==> src/rtl/pll_rst_pkg.sv <==
// Shared types and defaults for the PLL reset sequencer.
package pll_rst_pkg;

    typedef enum logic [2:0] {
        PLL_RST   = 3'd0,
        WAIT_LOCK = 3'd1,
        STABLE    = 3'd2,
        RUN       = 3'd3,
        FAIL      = 3'd4
    } pll_state_t;

    localparam int DEF_RST_CYCLES    = 16;
    localparam int DEF_LOCK_TIMEOUT  = 100000;
    localparam int DEF_STABLE_CYCLES = 1024;
    localparam int DEF_MAX_RETRIES   = 7;
    localparam int DEF_EVT_W         = 8;

    // Width of the shared down-counter so it can hold the largest reload value.
    function automatic int cnt_width(input int rst_cycles, input int lock_timeout,
                                     input int stable_cycles);
        int m;
        m = rst_cycles;
        if (lock_timeout > m) m = lock_timeout;
        if (stable_cycles > m) m = stable_cycles;
        return $clog2(m) + 1;
    endfunction

endpackage

==> src/rtl/sync_2ff.sv <==
// Two-flop synchroniser, asynchronous active-high reset to 0.
module sync_2ff (
    input  logic clk,
    input  logic rst,
    input  logic d,
    output logic q
);

    logic meta;

    // Metastability stage followed by the output stage.
    always_ff @(posedge clk or posedge rst) begin
        if (rst) begin
            meta <= 1'b0;
            q    <= 1'b0;
        end else begin
            meta <= d;
            q    <= meta;
        end
    end

endmodule

==> src/rtl/pll_rst_seq.sv <==
// PLL reset/lock sequencer: pulses the PLL reset, waits for a stable lock,
// then releases the system reset. Lock loss or lock timeout restarts the PLL.
// Optional macro PLL_RETRY_LIMIT_EN adds a retry limit and a terminal FAIL state.
//
// state     | meaning
// ----------+-------------------------------------------------------------
// PLL_RST   | PLL reset held high for RST_CYCLES cycles; lock not sampled
// WAIT_LOCK | PLL reset released, waiting up to LOCK_TIMEOUT cycles for lock
// STABLE    | lock seen, must hold for STABLE_CYCLES cycles before release
// RUN       | system reset released, ready high
// FAIL      | retry limit exhausted; only sysRst leaves (macro builds only)
module pll_rst_seq
    import pll_rst_pkg::*;
#(
    parameter int RST_CYCLES    = DEF_RST_CYCLES,
    parameter int LOCK_TIMEOUT  = DEF_LOCK_TIMEOUT,
    parameter int STABLE_CYCLES = DEF_STABLE_CYCLES,
    parameter int MAX_RETRIES   = DEF_MAX_RETRIES,
    parameter int EVT_W         = DEF_EVT_W
) (
    input  logic             sysClk,
    input  logic             sysRst,
    input  logic             pllLocked,
    output logic             pllRst,
    output logic             rstOut,
    output logic             ready,
    output logic [EVT_W-1:0] lockLossCnt,
    output logic             failed
);

    localparam int CW = cnt_width(RST_CYCLES, LOCK_TIMEOUT, STABLE_CYCLES);
    localparam logic [CW-1:0] RST_LOAD = CW'(RST_CYCLES - 1);
    localparam logic [CW-1:0] TO_LOAD  = CW'(LOCK_TIMEOUT - 1);
    localparam logic [CW-1:0] ST_LOAD  = CW'(STABLE_CYCLES - 1);

    if (RST_CYCLES < 1 || LOCK_TIMEOUT < 1 || STABLE_CYCLES < 1) begin : g_bad_cycles
        $error("cycle parameters must be at least 1");
    end
    if (MAX_RETRIES < 0) begin : g_bad_retries
        $error("MAX_RETRIES must be non-negative");
    end

    pll_state_t    state, state_nxt, loss_dest;
    logic [CW-1:0] cnt, cnt_nxt, cnt_load;
    logic          lock_s;
    logic          loss_evt;
    logic          pll_rst_d, rst_out_d, ready_d;

    sync_2ff u_lock_sync (
        .clk (sysClk),
        .rst (sysRst),
        .d   (pllLocked),
        .q   (lock_s)
    );

    // State and shared down-counter register.
    always_ff @(posedge sysClk or posedge sysRst) begin
        if (sysRst) begin
            state <= PLL_RST;
            cnt   <= RST_LOAD;
        end else begin
            state <= state_nxt;
            cnt   <= cnt_nxt;
        end
    end

    // Next state, loss event and counter reload on every state change.
    always_comb begin
        state_nxt = state;
        loss_evt  = 1'b0;
        case (state)
            PLL_RST: begin
                if (cnt == '0) state_nxt = WAIT_LOCK;
            end
            WAIT_LOCK: begin
                // Lock has priority over a timeout expiring in the same cycle.
                if (lock_s) begin
                    state_nxt = STABLE;
                end else if (cnt == '0) begin
                    loss_evt  = 1'b1;
                    state_nxt = loss_dest;
                end
            end
            STABLE: begin
                if (!lock_s)          state_nxt = WAIT_LOCK;
                else if (cnt == '0)   state_nxt = RUN;
            end
            RUN: begin
                if (!lock_s) begin
                    loss_evt  = 1'b1;
                    state_nxt = loss_dest;
                end
            end
            FAIL:    state_nxt = FAIL;
            default: state_nxt = PLL_RST;
        endcase

        case (state_nxt)
            PLL_RST:   cnt_load = RST_LOAD;
            WAIT_LOCK: cnt_load = TO_LOAD;
            STABLE:    cnt_load = ST_LOAD;
            default:   cnt_load = '0;
        endcase

        if (state_nxt != state)  cnt_nxt = cnt_load;
        else if (cnt == '0)      cnt_nxt = cnt;
        else                     cnt_nxt = cnt - CW'(1);
    end

    // Output decode from the next state so the registered outputs track the state.
    always_comb begin
        pll_rst_d = (state_nxt == PLL_RST) || (state_nxt == FAIL);
        rst_out_d = (state_nxt != RUN);
        ready_d   = (state_nxt == RUN);
    end

    // Registered outputs.
    always_ff @(posedge sysClk or posedge sysRst) begin
        if (sysRst) begin
            pllRst <= 1'b1;
            rstOut <= 1'b1;
            ready  <= 1'b0;
        end else begin
            pllRst <= pll_rst_d;
            rstOut <= rst_out_d;
            ready  <= ready_d;
        end
    end

    // Saturating lock-loss / timeout event counter.
    always_ff @(posedge sysClk or posedge sysRst) begin
        if (sysRst)
            lockLossCnt <= '0;
        else if (loss_evt && (lockLossCnt != '1))
            lockLossCnt <= lockLossCnt + EVT_W'(1);
    end

`ifdef PLL_RETRY_LIMIT_EN
    localparam int RW = $clog2(MAX_RETRIES + 1) + 1;

    logic [RW-1:0] retry;
    logic          retry_ovf;

    assign retry_ovf = (retry >= RW'(MAX_RETRIES));
    assign loss_dest = retry_ovf ? FAIL : PLL_RST;

    // Retry count: bumps on each loss event, cleared by reaching RUN.
    always_ff @(posedge sysClk or posedge sysRst) begin
        if (sysRst)
            retry <= '0;
        else if ((state_nxt == RUN) && (state != RUN))
            retry <= '0;
        else if (loss_evt && !retry_ovf)
            retry <= retry + RW'(1);
    end

    // Registered failure flag.
    always_ff @(posedge sysClk or posedge sysRst) begin
        if (sysRst) failed <= 1'b0;
        else        failed <= (state_nxt == FAIL);
    end
`else
    assign loss_dest = PLL_RST;
    assign failed    = 1'b0;
`endif

endmodule

==> config.mk <==
export PLATFORM = sky130hd
export DESIGN_NAME = pll_rst_seq
export DESIGN_NICKNAME = d
export VERILOG_FILES = /design/src/rtl/pll_rst_pkg.sv /design/src/rtl/sync_2ff.sv /design/src/rtl/pll_rst_seq.sv
export SDC_FILE = /design/constraint.sdc
export NUM_CORES = 1
export LEC_CHECK = 0
export ABC_AREA = 1
export CORE_MARGIN = 10
export CORE_UTILIZATION = 57
export CTS_CLUSTER_SIZE = 24
export DETAILED_ROUTE_END_ITERATION = 8
export MAX_ROUTING_LAYER = met4
export PLACE_DENSITY = 0.78
export SLEW_MARGIN = 20
export SYNTH_ARGS = -nofsm -noshare
export SYNTH_HDL_FRONTEND = slang
export SYNTH_HIERARCHICAL = 1
export SYNTH_SLANG_ARGS = --single-unit
==> constraint.sdc <==
create_clock -name sysClk -period 2.13 [get_ports sysClk]
set_input_delay 0.3195 -clock sysClk [delete_from_list [all_inputs] [get_ports sysClk]]
set_output_delay 0.3195 -clock sysClk [all_outputs]
set_load 0.02 [all_outputs]
==> results.txt, run 1 <==
Clk root buf - clkbuf_4
Post-Route WL - 3700 microns
Post-synthesis simple-gate area fraction - 0.304
Post-synthesis compound-gate area fraction - 0.0478
Share of layout cells above drive strength 1 - 0.219
Max-cap viol count - 0
CTS buffer count - 5
Internal power - 1.72 mW
Largest family of logic cells by synthesized area - simple AND/OR/NAND/NOR gates
Worst-Skew Late Latency - 0.35 ns
Synthesis-to-layout area growth - 17.9%
Post-Layout Cell Count - 286
Chip height - 77.5 microns
DR vias/cell - 5.15
Clock Path Buffers - 2
Starting Density - 0.607
Power per cell area - 1420 nW/um^2
Slowest CP cell - dfstp_2
DRC viols - 0
Final TNS setup - 0 ns
Sequential power share - 0.338
Die Wd - 77.5 microns
Largest net degree at the start of global routing - 33
Multiplexer share of the synthesized area - 0.0120
Final Hold Vio Count - 0
GRT Total Usage - 0.137
CTS tree - yes
PortBufs - 13
Worst path top cell family by delay - simple AND/OR/NAND/NOR gates
Crit path buf inv count - 3
Final HPWL DP - 2760 microns
Fin crit share - 0.930
H-Tree Depth - 2
Worst Clk Skew - 0.0140 ns
Vias - 1,472
Mean Syn Cell Area - 8.80 sq um
Number of global-route vias before repair - 1,479
F_max - 0.505 GHz
Setup crit end kind - flop
Synth Area in Adders - 0.0133
Die area - 6000 sq um
Final GP Congestion - 0.891
Gr ovfl total - 0
Number of antenna diodes - 0
Core area - 3100 sq um
Reg clk slew, reported paths - 0.11 ns
Sw frac - 0.454
CP Class - flop to flop
Status - completed
Synth Register Bits - 34
Clock share of power - 0.119
Comb pwr share - 0.543
Syn_nets - 219
Post-Synth XOR/XNOR Area - 0.0884
Cells after synthesis - 214
CP Cell Sequence - inv_1 -> ha_2 -> nand2_2 -> nor2_4 -> nand3_4 -> nand2_4 -> a21oi_4 -> nand2_8 -> nor2_4 -> inv_2 -> nand2_1 -> inv_1
Clock Sink Count - 34
Seq/Total Area, Yosys - 0.456
CP Launch Type - flop
CP max FO - 8
Boundary pin count - 15
Layout Nets - 246
CTS Hold Bufs - 0
RSZ-0062 raised after global routing - no
Peak supply drop - 0.000587 V
Clock period minus final worst setup slack - 1.98 ns
Crit path DAT - 2.22 ns
Netlist cell types - 33
Yosys warning total - 6
Antenna violations before repair - 0
WL per Instance - 13.0 microns
CP max stage delay - 0.55 ns
Worst min path class - input pin to asynchronous set/reset pin
Antenna Nets Post-Route - 0
Switching power total - 1.43 mW
# setup viols final - 0
Std-Cell Rows - 20
Leak - 1.13 nW
Synthesized area - 1880 sq um
First-pass GRT wire length - 6690 microns
Required time of the critical path - 2.37 ns
# placed instances - 277
Slew Limit Fails - 0
Initial DRC Count - 98
Drt pass-1 iters - 4
[metrics by stage]
| step | total power [mW] | utilization | hold WS, ns | setup WS (ns) | instance area [sq um] |
|---|---|---|---|---|---|
| after floorplan | 2.34 | - | 0.0607 | 0.164 | 1880 |
| after global routing | 3.46 | 0.715 | 0.167 | 0.0274 | 2220 |
| after CTS | 3.07 | 0.699 | 0.139 | 0.0211 | 2170 |
| final | 3.15 | 0.715 | 0.147 | 0.149 | 2220 |
| after detailed placement | 2.69 | 0.680 | 0.348 | 0.0478 | 2110 |
| after global placement | 2.65 | 0.680 | 0.333 | 0.126 | 2110 |
[power by group through the flow]
stage	Clock (mW)	Sequential, mW	Combinational [mW]
after floorplan	0	1.07	1.27
after global placement	0	1.07	1.58
after detailed placement	0	1.07	1.62
after CTS	0.383	1.06	1.62
after global routing	0.413	1.10	1.95
final	0.375	1.07	1.71
[per-layer routing]
layer | vias up | GRT usage | wire length [microns]
li1 | 734 | - | -
met1 | 707 | 0.167 | 1740
met2 | 27 | 0.212 | 1760
met3 | 4 | 0.0392 | 154
met4 | 0 | 0.0493 | 45
met5 | - | - | 0
[placed cells by master, fill, tap and decap left out, types with 4 or more instances in the layout]
cell | synthesis | final
nor2_1 | 22 | 22
inv_2 | 4 | 5
inv_1 | 28 | 27
buf_4 | 1 | 9
dfstp_2 | 6 | 6
nand3_1 | 11 | 11
clkbuf_4 | 0 | 5
xor2_1 | 11 | 11
nand2_1 | 40 | 39
clkdlybuf4s50_1 | 0 | 13
dfrtp_1 | 28 | 28
nor3_1 | 8 | 8
nand4_1 | 7 | 7
nor2_2 | 4 | 4
xnor2_1 | 8 | 8
[synthesized netlist by cell type]
| cell type | instances | area share |
|---|---|---|
| nor3_1 | 8 | 0.021 |
| nand2_4 | 3 | 0.018 |
| nand3_4 | 2 | 0.019 |
| nor2_1 | 22 | 0.044 |
| dfrtp_1 | 28 | 0.37 |
| o211ai_2 | 1 | 0.0066 |
| inv_2 | 4 | 0.0080 |
| a21oi_2 | 1 | 0.0047 |
| buf_6 | 1 | 0.0060 |
| a21oi_1 | 3 | 0.0080 |
| nor4_1 | 1 | 0.0033 |
| nand2_1 | 40 | 0.080 |
| nand3_1 | 11 | 0.029 |
| nand2_2 | 3 | 0.010 |
| buf_4 | 1 | 0.0040 |
| mux2_2 | 2 | 0.012 |
| nand4_4 | 1 | 0.011 |
| or2_2 | 1 | 0.0033 |
| conb_1 | 1 | 0.0020 |
| ha_1 | 2 | 0.013 |
| xor2_1 | 11 | 0.051 |
| nand4_1 | 7 | 0.023 |
| dfstp_2 | 6 | 0.084 |
| o31ai_1 | 1 | 0.0040 |
| nor2_2 | 4 | 0.013 |
| inv_4 | 1 | 0.0033 |
| o41ai_1 | 1 | 0.0047 |
| inv_1 | 28 | 0.056 |
| xnor2_1 | 8 | 0.037 |
| o21ai_1 | 3 | 0.0080 |
| nand3_2 | 2 | 0.011 |
| o211ai_1 | 3 | 0.012 |
| nor2_4 | 3 | 0.018 |
[worst register-to-register path, cell delays in order (launching register included)]
cell     delay, ns
dfstp_2       0.55
inv_1         0.05
ha_2          0.18
nand2_2       0.12
nor2_4        0.06
nand3_4       0.11
nand2_4       0.08
a21oi_4       0.20
nand2_8       0.11
nor2_4        0.16
inv_2         0.11
nand2_1       0.09
inv_1         0.04
[sequential cells by signal (all words and copies together), names as in the netlist]
signal            count
lockLossCnt           8
rstOut                1
pllRst                1
cnt                  18
u_lock_sync/meta      1
u_lock_sync/q         1
state                 3
ready                 1
[logic make-up (layout without fill, tap and decap cells)]
| family | count (synthesis) | in the layout |
|---|---|---|
| AOI/OAI and AO/OA | 13 | 13 |
| xor gates and xnor gates | 19 | 19 |
| adders and majority gates | 2 | 2 |
| buffers and inverters | 35 | 63 |
| DFF | 34 | 34 |
| muxes | 2 | 2 |
| other | 1 | 1 |
| and+or+nand+nor | 108 | 108 |
[path summary, 6_finish.rpt]
kind	end	slack, ns	cells after the start	startpoint
min in group sysClk	u_lock_sync/q	0.36	0	u_lock_sync/meta
max in group asynchronous	cnt[2]	1.44	3	sysRst
worst min-delay path	u_lock_sync/meta	0.15	2	sysRst
worst max register to register	cnt[16]	0.15	12	cnt[1]
worst min register to register	u_lock_sync/q	0.36	0	u_lock_sync/meta
worst max-delay path	cnt[16]	0.15	12	cnt[1]
[timing repair]
| action | 4_1_cts | 5_1_grt |
|---|---|---|
| setup endpoints to repair | 0 | 19 |
| gates resized for setup | 0 | 8 |
| endpoints found under the hold margin | 0 | 0 |
| buffers inserted | 0 | 1 |
[area by class of cell]
| cell class | count | area (sq um) |
|---|---|---|
| multi-input combinational | 145 | 922 |
| fill | 245 | 883 |
| sequential | 34 | 858 |
| timing repair buffer | 22 | 198 |
| inverter | 33 | 126 |
| clock buffer | 7 | 55.1 |
| tap | 44 | 55.1 |
| clock inverter | 1 | 5.00 |
No activity file was read; power rests on OpenSTA's default activity.
==> inputs of run 2 (changes only) <==
--- a/config.mk
+++ b/config.mk
@@ -10,6 +10,7 @@
 export CORE_UTILIZATION = 57
 export CTS_CLUSTER_SIZE = 24
 export DETAILED_ROUTE_END_ITERATION = 8
+export GPL_ROUTABILITY_DRIVEN = 0
 export MAX_ROUTING_LAYER = met4
 export PLACE_DENSITY = 0.78
 export SLEW_MARGIN = 20
==> results of run 2 <==
Same layout as run 1: the final DEF is identical, and so are final timing and power.
==> inputs of run 3 (changes only) <==
--- a/config.mk
+++ b/config.mk
@@ -7,12 +7,13 @@
 export LEC_CHECK = 0
 export ABC_AREA = 1
 export CORE_MARGIN = 10
-export CORE_UTILIZATION = 57
+export CORE_UTILIZATION = 60
 export CTS_CLUSTER_SIZE = 24
 export DETAILED_ROUTE_END_ITERATION = 8
+export DONT_BUFFER_PORTS = 1
 export GPL_ROUTABILITY_DRIVEN = 0
 export MAX_ROUTING_LAYER = met4
-export PLACE_DENSITY = 0.78
+export PLACE_DENSITY = 0.76
 export SLEW_MARGIN = 20
 export SYNTH_ARGS = -nofsm -noshare
 export SYNTH_HDL_FRONTEND = slang
==> run 3 against run 2 <==
Effect of this change:
- sequential cell count did not move
- sequential power about the same
- combinational power shrank 4%
- first-iteration DRC count increased by 12%
- setup slack better by 0.011 ns
- routed wire length shrank 0.27%
- critical path depth unchanged
- sequential share of layout area up 2.1 points
- utilization down 2.0 points
- die area decreased by 3.7%
- register-to-register slack hardly changed
- global-route usage hardly changed
- critical path type unchanged
==> results.txt, run 3 (synthesized netlist as in run 1, its figures left out) <==
Status - completed (unchanged)
Final HPWL DP - 2760 microns (about the same)
Leak - 1.08 nW (was 1.13 nW)
Clock period minus final worst setup slack - 1.97 ns (was 1.98 ns)
Layout Nets - 236 (was 246)
Std-Cell Rows - 20 (unchanged)
Peak supply drop - 0.000809 V (was 0.000587 V)
Vias - 1,423 (was 1,472)
Antenna Nets Post-Route - 0 (unchanged)
Core area - 3030 sq um (was 3100 sq um)
DR vias/cell - 5.16 (was 5.15)
Worst Clk Skew - 0.0173 ns (was 0.0140 ns)
Synthesis-to-layout area growth - 11.8% (was 17.9%)
Crit path DAT - 2.20 ns (was 2.22 ns)
Setup crit end kind - flop (unchanged)
Boundary pin count - 15 (unchanged)
Starting Density - 0.622 (was 0.607)
Gr ovfl total - 0 (unchanged)
CTS buffer count - 5 (unchanged)
Clock Path Buffers - 2 (unchanged)
Fin crit share - 0.925 (was 0.930)
Chip height - 76.0 microns (was 77.5 microns)
Reg clk slew, reported paths - 0.11 ns (about the same)
Initial DRC Count - 110 (was 98)
CP Cell Sequence - nor2_2 -> nand2_2 -> nor2_4 -> nand3_4 -> nand2_4 -> nand2_4 -> nand4_4 -> nand2_8 -> nor2_4 -> inv_2 -> nand2_1 -> inv_1 (was inv_1 -> ha_2 -> nand2_2 -> nor2_4 -> nand3_4 -> nand2_4 -> a21oi_4 -> nand2_8 -> nor2_4 -> inv_2 -> nand2_1 -> inv_1)
CP Launch Type - flop (unchanged)
Biggest register - cnt (unchanged)
Slew Limit Fails - 0 (unchanged)
CTS tree - yes (unchanged)
Post-Route Utilization - 0.695 (was 0.715)
Reg-to-reg endpoint - cnt[8] (was cnt[16])
Largest net degree at the start of global routing - 33 (unchanged)
Final Hold Vio Count - 0 (unchanged)
Most frequent cells in the layout - nand2_1, dfrtp_1, inv_1 (unchanged)
H-Tree Depth - 2 (unchanged)
Reg2reg path depth - 12 (unchanged)
Die Wd - 76.0 microns (was 77.5 microns)
Post-Route WL - 3690 microns (was 3700 microns)
Worst min path class - input pin to asynchronous set/reset pin (unchanged)
CP max stage delay - 0.44 ns (was 0.55 ns)
First-pass GRT wire length - 6580 microns (was 6690 microns)
DRC viols - 0 (unchanged)
Antenna violations before repair - 0 (unchanged)
F_max - 0.508 GHz (was 0.505 GHz)
RSZ-0062 raised after global routing - no (unchanged)
Fillers - 232 (was 245)
PortBufs - 0 (was 13)
Reg-to-Reg Start - cnt[4] (was cnt[1])
Clk root buf - clkbuf_4 (unchanged)
CP max FO - 8 (unchanged)
Final TNS setup - 0 ns (unchanged)
CP Class - flop to flop (unchanged)
Worst-Skew Late Latency - 0.34 ns (was 0.35 ns)
Number of global-route vias before repair - 1,473 (was 1,479)
Share of layout cells above drive strength 1 - 0.233 (was 0.219)
Number of antenna diodes - 0 (unchanged)
WL per Instance - 13.4 microns (was 13.0 microns)
Biggest regs - cnt (18), lockLossCnt (8), state (3) (unchanged)
Power per cell area - 1470 nW/um^2 (was 1420 nW/um^2)
Slowest CP cell - dfrtp_1 (was dfstp_2)
Most common cell after layout, fill and taps aside - nand2_1 (unchanged)
Clock Sink Count - 34 (unchanged)
R2r setup slk - 0.16 ns (was 0.15 ns)
# setup viols final - 0 (unchanged)
Die area - 5780 sq um (was 6000 sq um)
Max reg flops - 18 (unchanged)
GRT Total Usage - 0.138 (was 0.137)
Required time of the critical path - 2.36 ns (was 2.37 ns)
Max-cap viol count - 0 (unchanged)
Drt pass-1 iters - 4 (unchanged)
run 3: cell count changes in the layout (fill, tap and decap cells not counted):
cell | previous run | this run
buf_4 | 9 | 10
nand3_2 | 1 | 2
nand2_4 | 3 | 2
nand3_4 | 3 | 2
clkdlybuf4s50_1 | 13 | 0
nand2_2 | 3 | 4
dlygate4sd3_1 | 0 | 2
run 3: repair_timing:
| item | in CTS | in global routing |
|---|---|---|
| setup endpoints to repair | 0 | 22 |
| resized for setup | 0 | 6 |
| endpoints found under the hold margin | 28 | 1 |
| buffers inserted | 0 | 1 |
| hold buffers | 1 | 1 |
run 3: worst max-delay path by stage:
stage,start,endpoint,slack (ns)
after detailed placement,cnt[0],cnt[2],0.03
after CTS,cnt[0],cnt[0],0.003
after global routing,cnt[8],cnt[8],0.04
after floorplan,cnt[0],lockLossCnt[1],0.16
final,cnt[4],cnt[8],0.16
after global placement,cnt[0],cnt[1],0.11
run 3: cell type report:
cell class / count / area (sq um) / share of cell area
inverter: 33 / 126 / 0.0600
multi-input combinational: 145 / 910 / 0.432
timing repair buffer: 12 / 95.1 / 0.0452
clock inverter: 1 / 5.00 / 0.00238
clock buffer: 7 / 55.1 / 0.0262
tap: 44 / 55.1 / 0.0262
sequential: 34 / 858 / 0.408
run 3: worst max-delay path: cells and delay by family (launching register included):
| family | cells | cell delay, ns |
|---|---|---|
| DFF | 1 | 0.44 |
| and+or+nand+nor | 10 | 1.27 |
| buffers and inverters | 2 | 0.14 |
run 3: stage by stage:
step / power [mW] / cells / hold slack [ns] / area (sq um) / setup WS, ns
6_report: 3.09 / 276 / 0.330 / 2100 / 0.160
5_1_grt: 3.36 / 276 / 0.328 / 2100 / 0.0354
2_1_floorplan: 2.34 / 214 / 0.0607 / 1880 / 0.164
3_5_place_dp: 2.65 / 265 / 0.0713 / 1990 / 0.0256
4_1_cts: 3.02 / 274 / 0.00113 / 2060 / 0.00345
3_3_place_gp: 2.61 / 265 / 0.0634 / 1990 / 0.111
run 3: power breakdown:
part	switching, mW	internal [mW]
logic	1.02	0.634
registers	0.184	0.887
clock network	0.213	0.160
run 3: per-layer routing:
metal / up-vias / share of wire / track usage
li1: 713 / - / -
met1: 670 / 0.43 / 0.150
met2: 33 / 0.51 / 0.233
met3: 7 / 0.048 / 0.0377
met4: 0 / 0.014 / 0.0511
met5: - / 0 / -
